===== config.mk =====
export PLATFORM = sky130hd
export DESIGN_NAME = idma_obi_job_launcher
export DESIGN_NICKNAME = d
export VERILOG_FILES = /design/src/rtl/idma_obi_job_launcher.sv
export SDC_FILE = /design/constraint.sdc
export NUM_CORES = 1
export LEC_CHECK = 0
export ABC_AREA = 1
export BUFFER_PORTS_ARGS = -buffer_cell sky130_fd_sc_hd__buf_2
export CORE_AREA = 2 2 139 141
export CTS_CLUSTER_DIAMETER = 150
export CTS_CLUSTER_SIZE = 24
export DETAILED_ROUTE_END_ITERATION = 12
export DIE_AREA = 0 0 141 143
export PLACE_DENSITY_LB_ADDON = 0.08
export SYNTH_ARGS = -nofsm -noshare
export SYNTH_HDL_FRONTEND = slang
export SYNTH_SLANG_ARGS = --single-unit
export TNS_END_PERCENT = 100

===== constraint.sdc =====
create_clock -name clk_i -period 2.1 [get_ports clk_i]
set_clock_uncertainty 0.05 [all_clocks]
set_input_delay 0.42 -clock clk_i [delete_from_list [all_inputs] [get_ports clk_i]]
set_output_delay 0.42 -clock clk_i [all_outputs]
set_load 0.02 [all_outputs]

===== src/rtl/idma_obi_job_launcher.sv =====
`default_nettype none
// ============================================================================
//  Module   : idma_obi_job_launcher
//  Purpose  : Programs one iDMA transfer through its OBI control port
//             (DST, SRC, LENGTH writes), launches it by reading NEXT_ID,
//             then polls DONE_ID every POLL_GAP cycles until the launched
//             ID is reported done. Signals completion or abort with a
//             one-cycle done pulse.
//  Ports    : clk_i, rst_ni            clock, async active-low reset
//             job_valid_i/job_ready_o  job descriptor handshake
//             job_dir_i, job_src_i, job_dst_i, job_len_i  descriptor
//             obi_req_o/obi_rsp_i      OBI initiator toward iDMA decoder
//             done_valid_o, done_id_o, error_o  completion report
//             busy_o                   high whenever not idle
//  Revision : 1.0  initial release
// ============================================================================

// Tile-level OBI data types and address map used as parameter defaults.
package magia_tile_pkg;
    localparam logic [31:0] IDMA_CTRL_ADDR_START = 32'h0002_0000;

    typedef struct packed {
        logic [31:0] addr;
        logic        we;
        logic [3:0]  be;
        logic [31:0] wdata;
        logic [0:0]  aid;
        logic [0:0]  a_optional;
    } core_obi_data_a_chan_t;

    typedef struct packed {
        core_obi_data_a_chan_t a;
        logic                  req;
    } core_obi_data_req_t;

    typedef struct packed {
        logic [31:0] rdata;
        logic [0:0]  rid;
        logic        err;
        logic [0:0]  r_optional;
    } core_obi_data_r_chan_t;

    typedef struct packed {
        core_obi_data_r_chan_t r;
        logic                  gnt;
        logic                  rvalid;
    } core_obi_data_rsp_t;
endpackage

module idma_obi_job_launcher #(
    parameter type         obi_req_t      = magia_tile_pkg::core_obi_data_req_t,
    parameter type         obi_rsp_t      = magia_tile_pkg::core_obi_data_rsp_t,
    parameter logic [31:0] IDMA_BASE_ADDR = magia_tile_pkg::IDMA_CTRL_ADDR_START,
    parameter int unsigned POLL_GAP       = 4
) (
    input  logic        clk_i,
    input  logic        rst_ni,
    input  logic        job_valid_i,
    output logic        job_ready_o,
    input  logic        job_dir_i,
    input  logic [31:0] job_src_i,
    input  logic [31:0] job_dst_i,
    input  logic [31:0] job_len_i,
    output obi_req_t    obi_req_o,
    input  obi_rsp_t    obi_rsp_i,
    output logic        done_valid_o,
    output logic [31:0] done_id_o,
    output logic        error_o,
    output logic        busy_o
);

    localparam logic [31:0] c_dir_stride  = 32'h0000_0200;
    localparam logic [31:0] c_off_dst     = 32'h0000_00d0;
    localparam logic [31:0] c_off_src     = 32'h0000_00d8;
    localparam logic [31:0] c_off_len     = 32'h0000_00e0;
    localparam logic [31:0] c_off_next_id = 32'h0000_0044;
    localparam logic [31:0] c_off_done_id = 32'h0000_0084;
    localparam logic [7:0]  c_poll_gap    = 8'(POLL_GAP);

    typedef enum logic [3:0] {
        S_IDLE      = 4'd0,
        S_WR_DST    = 4'd1,
        S_WR_SRC    = 4'd2,
        S_WR_LEN    = 4'd3,
        S_RD_NEXT   = 4'd4,
        S_POLL_WAIT = 4'd5,
        S_RD_DONE   = 4'd6,
        S_FINISH    = 4'd7
    } state_t;

    state_t      r_state;
    logic        r_dir;
    logic [31:0] r_src;
    logic [31:0] r_dst;
    logic [31:0] r_len;
    logic [31:0] r_launch_id;
    logic [7:0]  r_poll_cnt;
    logic        r_first;     // first cycle of a state: load request / pulse
    logic        r_pend;      // granted, waiting for rvalid
    logic        r_abort;
    obi_req_t    r_obi_req;
    logic        r_done_valid;
    logic [31:0] r_done_id;
    logic        r_error;

    // Register select and write payload for the current access state.
    logic [31:0] w_offset;
    logic [31:0] w_wdata;
    logic        w_we;
    logic [31:0] w_addr;

    always_comb begin
        w_offset = c_off_dst;
        w_wdata  = '0;
        w_we     = 1'b0;
        case (r_state)
            S_WR_DST:  begin w_offset = c_off_dst; w_wdata = r_dst; w_we = 1'b1; end
            S_WR_SRC:  begin w_offset = c_off_src; w_wdata = r_src; w_we = 1'b1; end
            S_WR_LEN:  begin w_offset = c_off_len; w_wdata = r_len; w_we = 1'b1; end
            S_RD_NEXT: w_offset = c_off_next_id;
            S_RD_DONE: w_offset = c_off_done_id;
            default:   ;
        endcase
    end

    assign w_addr = IDMA_BASE_ADDR + (r_dir ? c_dir_stride : 32'h0) + w_offset;

    // An access completes on rvalid either together with its grant or later
    // while pending; rvalid at any other time belongs to nobody.
    logic w_rsp;
    assign w_rsp = (r_obi_req.req && obi_rsp_i.gnt && obi_rsp_i.rvalid) ||
                   (r_pend && obi_rsp_i.rvalid);

    // Successor of an access state once its response arrives.
    state_t w_after;
    logic   w_fail;

    always_comb begin
        w_after = S_FINISH;
        w_fail  = 1'b1;
        if (!obi_rsp_i.r.err) begin
            case (r_state)
                S_WR_DST: begin w_after = S_WR_SRC; w_fail = 1'b0; end
                S_WR_SRC: begin w_after = S_WR_LEN; w_fail = 1'b0; end
                S_WR_LEN: begin w_after = S_RD_NEXT; w_fail = 1'b0; end
                S_RD_NEXT: begin
                    // NEXT_ID of zero means the iDMA refused the job.
                    if (obi_rsp_i.r.rdata != 32'h0) begin
                        w_after = S_POLL_WAIT;
                        w_fail  = 1'b0;
                    end
                end
                S_RD_DONE: begin
                    w_fail  = 1'b0;
                    w_after = (obi_rsp_i.r.rdata == r_launch_id) ? S_FINISH : S_POLL_WAIT;
                end
                default: ;
            endcase
        end
    end

    logic w_unused_rsp;
    assign w_unused_rsp = ^{obi_rsp_i.r.rid, obi_rsp_i.r.r_optional};

    always_ff @(posedge clk_i or negedge rst_ni) begin
        if (!rst_ni) begin
            r_state      <= S_IDLE;
            r_dir        <= 1'b0;
            r_src        <= '0;
            r_dst        <= '0;
            r_len        <= '0;
            r_launch_id  <= '0;
            r_poll_cnt   <= '0;
            r_first      <= 1'b0;
            r_pend       <= 1'b0;
            r_abort      <= 1'b0;
            r_obi_req    <= '0;
            r_done_valid <= 1'b0;
            r_done_id    <= '0;
            r_error      <= 1'b0;
        end else begin
            case (r_state)
                S_IDLE: begin
                    r_obi_req <= '0;
                    r_pend    <= 1'b0;
                    if (job_valid_i) begin
                        r_dir       <= job_dir_i;
                        r_src       <= job_src_i;
                        r_dst       <= job_dst_i;
                        r_len       <= job_len_i;
                        r_launch_id <= '0;
                        r_abort     <= 1'b0;
                        r_first     <= 1'b1;
                        r_state     <= (job_len_i == 32'h0) ? S_FINISH : S_WR_DST;
                    end
                end

                S_WR_DST, S_WR_SRC, S_WR_LEN, S_RD_NEXT, S_RD_DONE: begin
                    if (r_first) begin
                        r_first              <= 1'b0;
                        r_obi_req            <= '0;
                        r_obi_req.req        <= 1'b1;
                        r_obi_req.a.addr     <= w_addr;
                        r_obi_req.a.we       <= w_we;
                        r_obi_req.a.be       <= 4'hF;
                        r_obi_req.a.wdata    <= w_wdata;
                    end else begin
                        if (r_obi_req.req && obi_rsp_i.gnt) begin
                            r_obi_req <= '0;
                            r_pend    <= !obi_rsp_i.rvalid;
                        end
                        if (w_rsp) begin
                            r_pend     <= 1'b0;
                            r_state    <= w_after;
                            r_abort    <= w_fail;
                            r_first    <= 1'b1;
                            r_poll_cnt <= c_poll_gap;
                            if (r_state == S_RD_NEXT) begin
                                r_launch_id <= obi_rsp_i.r.rdata;
                            end
                        end
                    end
                end

                S_POLL_WAIT: begin
                    if (r_poll_cnt <= 8'd1) begin
                        r_state <= S_RD_DONE;
                        r_first <= 1'b1;
                    end else begin
                        r_poll_cnt <= r_poll_cnt - 8'd1;
                    end
                end

                S_FINISH: begin
                    if (r_first) begin
                        r_first      <= 1'b0;
                        r_done_valid <= 1'b1;
                        r_error      <= r_abort;
                        r_done_id    <= r_abort ? 32'h0 : r_launch_id;
                    end else begin
                        r_done_valid <= 1'b0;
                        r_error      <= 1'b0;
                        r_done_id    <= '0;
                        r_state      <= S_IDLE;
                    end
                end

                default: r_state <= S_IDLE;
            endcase
        end
    end

    assign obi_req_o    = r_obi_req;
    assign job_ready_o  = (r_state == S_IDLE);
    assign busy_o       = (r_state != S_IDLE);
    assign done_valid_o = r_done_valid;
    assign done_id_o    = r_done_id;
    assign error_o      = r_error;

endmodule
`default_nettype wire

==> results.sh <==
export IMPL_status="completed"
export IMPL_hold_violations=0
export IMPL_grt_pass1_vias=7957
export IMPL_core_um2=18600
export IMPL_numClockSinks=218
export IMPL_crit_path_start_kind="flip-flop"
export IMPL_period_share_pct=96.2
export IMPL_vias=8152
export IMPL_num_rows=50
export IMPL_leakagePower_uw=0.00598
export IMPL_critPathArrivalTime_ps=1550
export IMPL_htreeDepth=1
export IMPL_max_freq_ghz=0.495
export IMPL_final_nets=1465
export IMPL_total_power_uw=16200
export IMPL_start_util_pct=53.1
export IMPL_critPathRequiredTime_ps=1630
export IMPL_critPathKind="flip-flop to output port"
export IMPL_cap_violations=0
export IMPL_dieArea_um2=20200
export IMPL_cp_max_fo=6
export IMPL_hpwl_um=17200
export IMPL_rsz0062_at_grt="false"
export IMPL_seq_area_frac_synth_pct=55.3
export IMPL_clockRootBuffer="clkbuf_16"
export IMPL_antenna_found_initial=1
export IMPL_finalSetupViolCount=0
export IMPL_postSynthCellCount=1124
export IMPL_r2r_start="r_state[0]"
export IMPL_cts_tree="built"
export IMPL_async_reset_ff_share_pct=100
export IMPL_synth_ff_type="dfrtp_1"
export IMPL_cts_clk_slew_worst_paths_ps=100
export IMPL_post_route_min_period_ps=2020
export IMPL_drtIter0Drc=634
export IMPL_clk_insertion_delay_late_ps=480
export IMPL_syn2layout_area_growth_pct=18.2
export IMPL_cts_buffer_depth=3
export IMPL_reg2reg_setup_slack_ps=220
export IMPL_crit_path_start="r_state[0]"
export IMPL_rr_worst_depth=8
export IMPL_fin_tns_setup_ps=0
export IMPL_wl_um=25000
export IMPL_reg2reg_to="r_abort"
export IMPL_tritoncts_num_buffers=13
export IMPL_grt_pass1_wl_um=40500
export IMPL_cp_endpoint="job_ready_o"
export IMPL_grt_max_degree=76
export IMPL_drive_gt1_share_pct=21.1
export IMPL_powerDensity_nw_per_um2=1390
export IMPL_routed_via_density=5.22
export IMPL_overflow=0
export IMPL_drcViolationCount=0
export IMPL_hold_class="input port to flip-flop"
export IMPL_first_pass_iters=4
export IMPL_grt_use_total_pct=24.9
export IMPL_die_w_um=141
export IMPL_endpoint_kind="output port"
export IMPL_io_buffer_count=216
export IMPL_netlist_area_um2=9860
export IMPL_slew_viol_final=0
export IMPL_vdd_drop_max_mv=0.818
export IMPL_avgRoutedWirePerCell_um=16.0
export IMPL_worstMarginPinSlew_ps=516
export IMPL_layout_common_cells="nand2_1, dfrtp_1, buf_2"
export IMPL_fill_cells=1677
export IMPL_synth_cell_type_count=34
export IMPL_final_common_cell="nand2_1"
export IMPL_maxSlewHeadroom_pct=65.6
export IMPL_ys_warn_count=0
export IMPL_place_congestion=0.868
export IMPL_synth_enable_flop_cells=0
export IMPL_ios=245
export IMPL_ant_nets=0
export IMPL_syn_avg_cell_area_um2=8.77
export IMPL_die_y_um=143
export IMPL_ys_seq_elements=218
-- Yosys cell counts (2+ instances only) --
master    number  area, µm²
nor2_1        62        233
nand2_2        2       12.5
inv_1        174        653
a221oi_1       5       43.8
o21ai_0       89        445
xor2_1        10       87.6
ha_1           2       25.0
nand3_1       35        175
o32ai_1        2       17.5
nor2_4         2       22.5
nor3_2         2       20.0
or2_1          2       12.5
buf_1          5       18.8
a21oi_1       34        170
inv_2          6       22.5
o21ai_1        3       15.0
nor3_1         4       20.0
clkbuf_1      39        146
buf_4         31        233
nand2_1      243        912
buf_2         11       55.1
a32o_1        32        320
xnor2_1       16        140
nand4_1        4       25.0
dfrtp_1      218       5460
nor4_1         4       25.0
o22ai_1       80        500
-- worst min path at each step --
stage | start | depth (start not counted) | slack (ps) | to
2_1_floorplan | rst_ni | 0 | 70 | done_id_o[0]
3_3_place_gp | rst_ni | 1 | 350 | done_id_o[6]
3_5_place_dp | rst_ni | 1 | 350 | done_id_o[6]
4_1_cts | job_src_i[15] | 3 | 70 | r_src[15]
5_1_grt | job_dst_i[27] | 3 | 70 | r_dst[27]
6_report | job_dst_i[24] | 3 | 70 | r_dst[24]
-- state kept, by name, indices dropped and copies added, names as in the netlist, 3 cells and up --
| register | flops |
|---|---|
| obi_req_o | 41 |
| done_id_o | 32 |
| r_dst | 32 |
| r_launch_id | 32 |
| r_len | 32 |
| r_src | 32 |
| r_poll_cnt | 8 |
| r_state | 3 |
-- logic make-up (layout without fill, tap and decap cells) --
family | Yosys count | after routing | share of synthesized area (%)
flip-flops | 218 | 218 | 55.3
buffers and inverters | 267 | 444 | 11.5
AO/OA/AOI/OAI | 249 | 249 | 15.6
adder cells (fa/ha/maj) | 2 | 2 | 0.254
XOR/XNOR | 26 | 26 | 2.31
AND/OR/NAND/NOR | 361 | 361 | 14.9
other | 1 | 28 | 0.0380
-- metal layers --
metal	wire length, µm	global-route usage, %	share of wire (%)	vias to the layer above
met2	11600	41.2	47	258
met4	507	6.00	2.0	0
met5	0	0	0	-
li1	-	-	-	3995
met3	1550	4.19	6.2	32
met1	11300	34.9	45	3867
-- critical path: stages (launching register included) --
cell and delay (ps):
dfrtp_2 460, nor2_4 170, nand2_4 120, inv_2 110
buf_2 190
-- report_power, final --
part | leakage [µW] | internal (µW) | switching, µW
Clock | 0.000176 | 1160 | 1420
Sequential | 0.00279 | 5990 | 940
Combinational | 0.00301 | 2350 | 4390
Total | 0.00598 | 9500 | 6750
-- timing repair --
action                     4_1_cts  5_1_grt
setup endpoints to repair        1        1
pin swaps                        0        1
hold buffers                     1        0
resized for setup                1        1
hold endpoints to repair        54        0
setup buffers                    0        2
-- per-stage QoR --
| stage | utilization [%] | worst slack [ps] | instance area, µm² | hold slack (ps) | instances |
|---|---|---|---|---|---|
| global placement | 60.6 | 212 | 11300 | 351 | 1542 |
| detailed placement | 60.6 | 153 | 11300 | 348 | 1542 |
| floorplan | - | 220 | 9950 | 74.4 | 1149 |
| finish | 62.7 | 80.6 | 11700 | 73.0 | 1562 |
| global route | 62.7 | 4.09 | 11700 | 70.8 | 1560 |
| CTS | 62.6 | 38.0 | 11600 | 69.9 | 1558 |
-- area by class of cell --
| cell class | instances | area [µm²] | area share, % |
|---|---|---|---|
| well taps | 234 | 293 | 2.51 |
| clock buffers | 13 | 325 | 2.79 |
| flip-flops and latches | 218 | 5460 | 46.8 |
| multi-input cells | 664 | 3400 | 29.2 |
| inverters | 181 | 679 | 5.83 |
| diodes | 2 | 5.00 | 0.0429 |
| repair buffers | 248 | 1460 | 12.5 |
| clock inverters | 2 | 38.8 | 0.333 |
No activity file was read; power rests on OpenSTA's default activity.
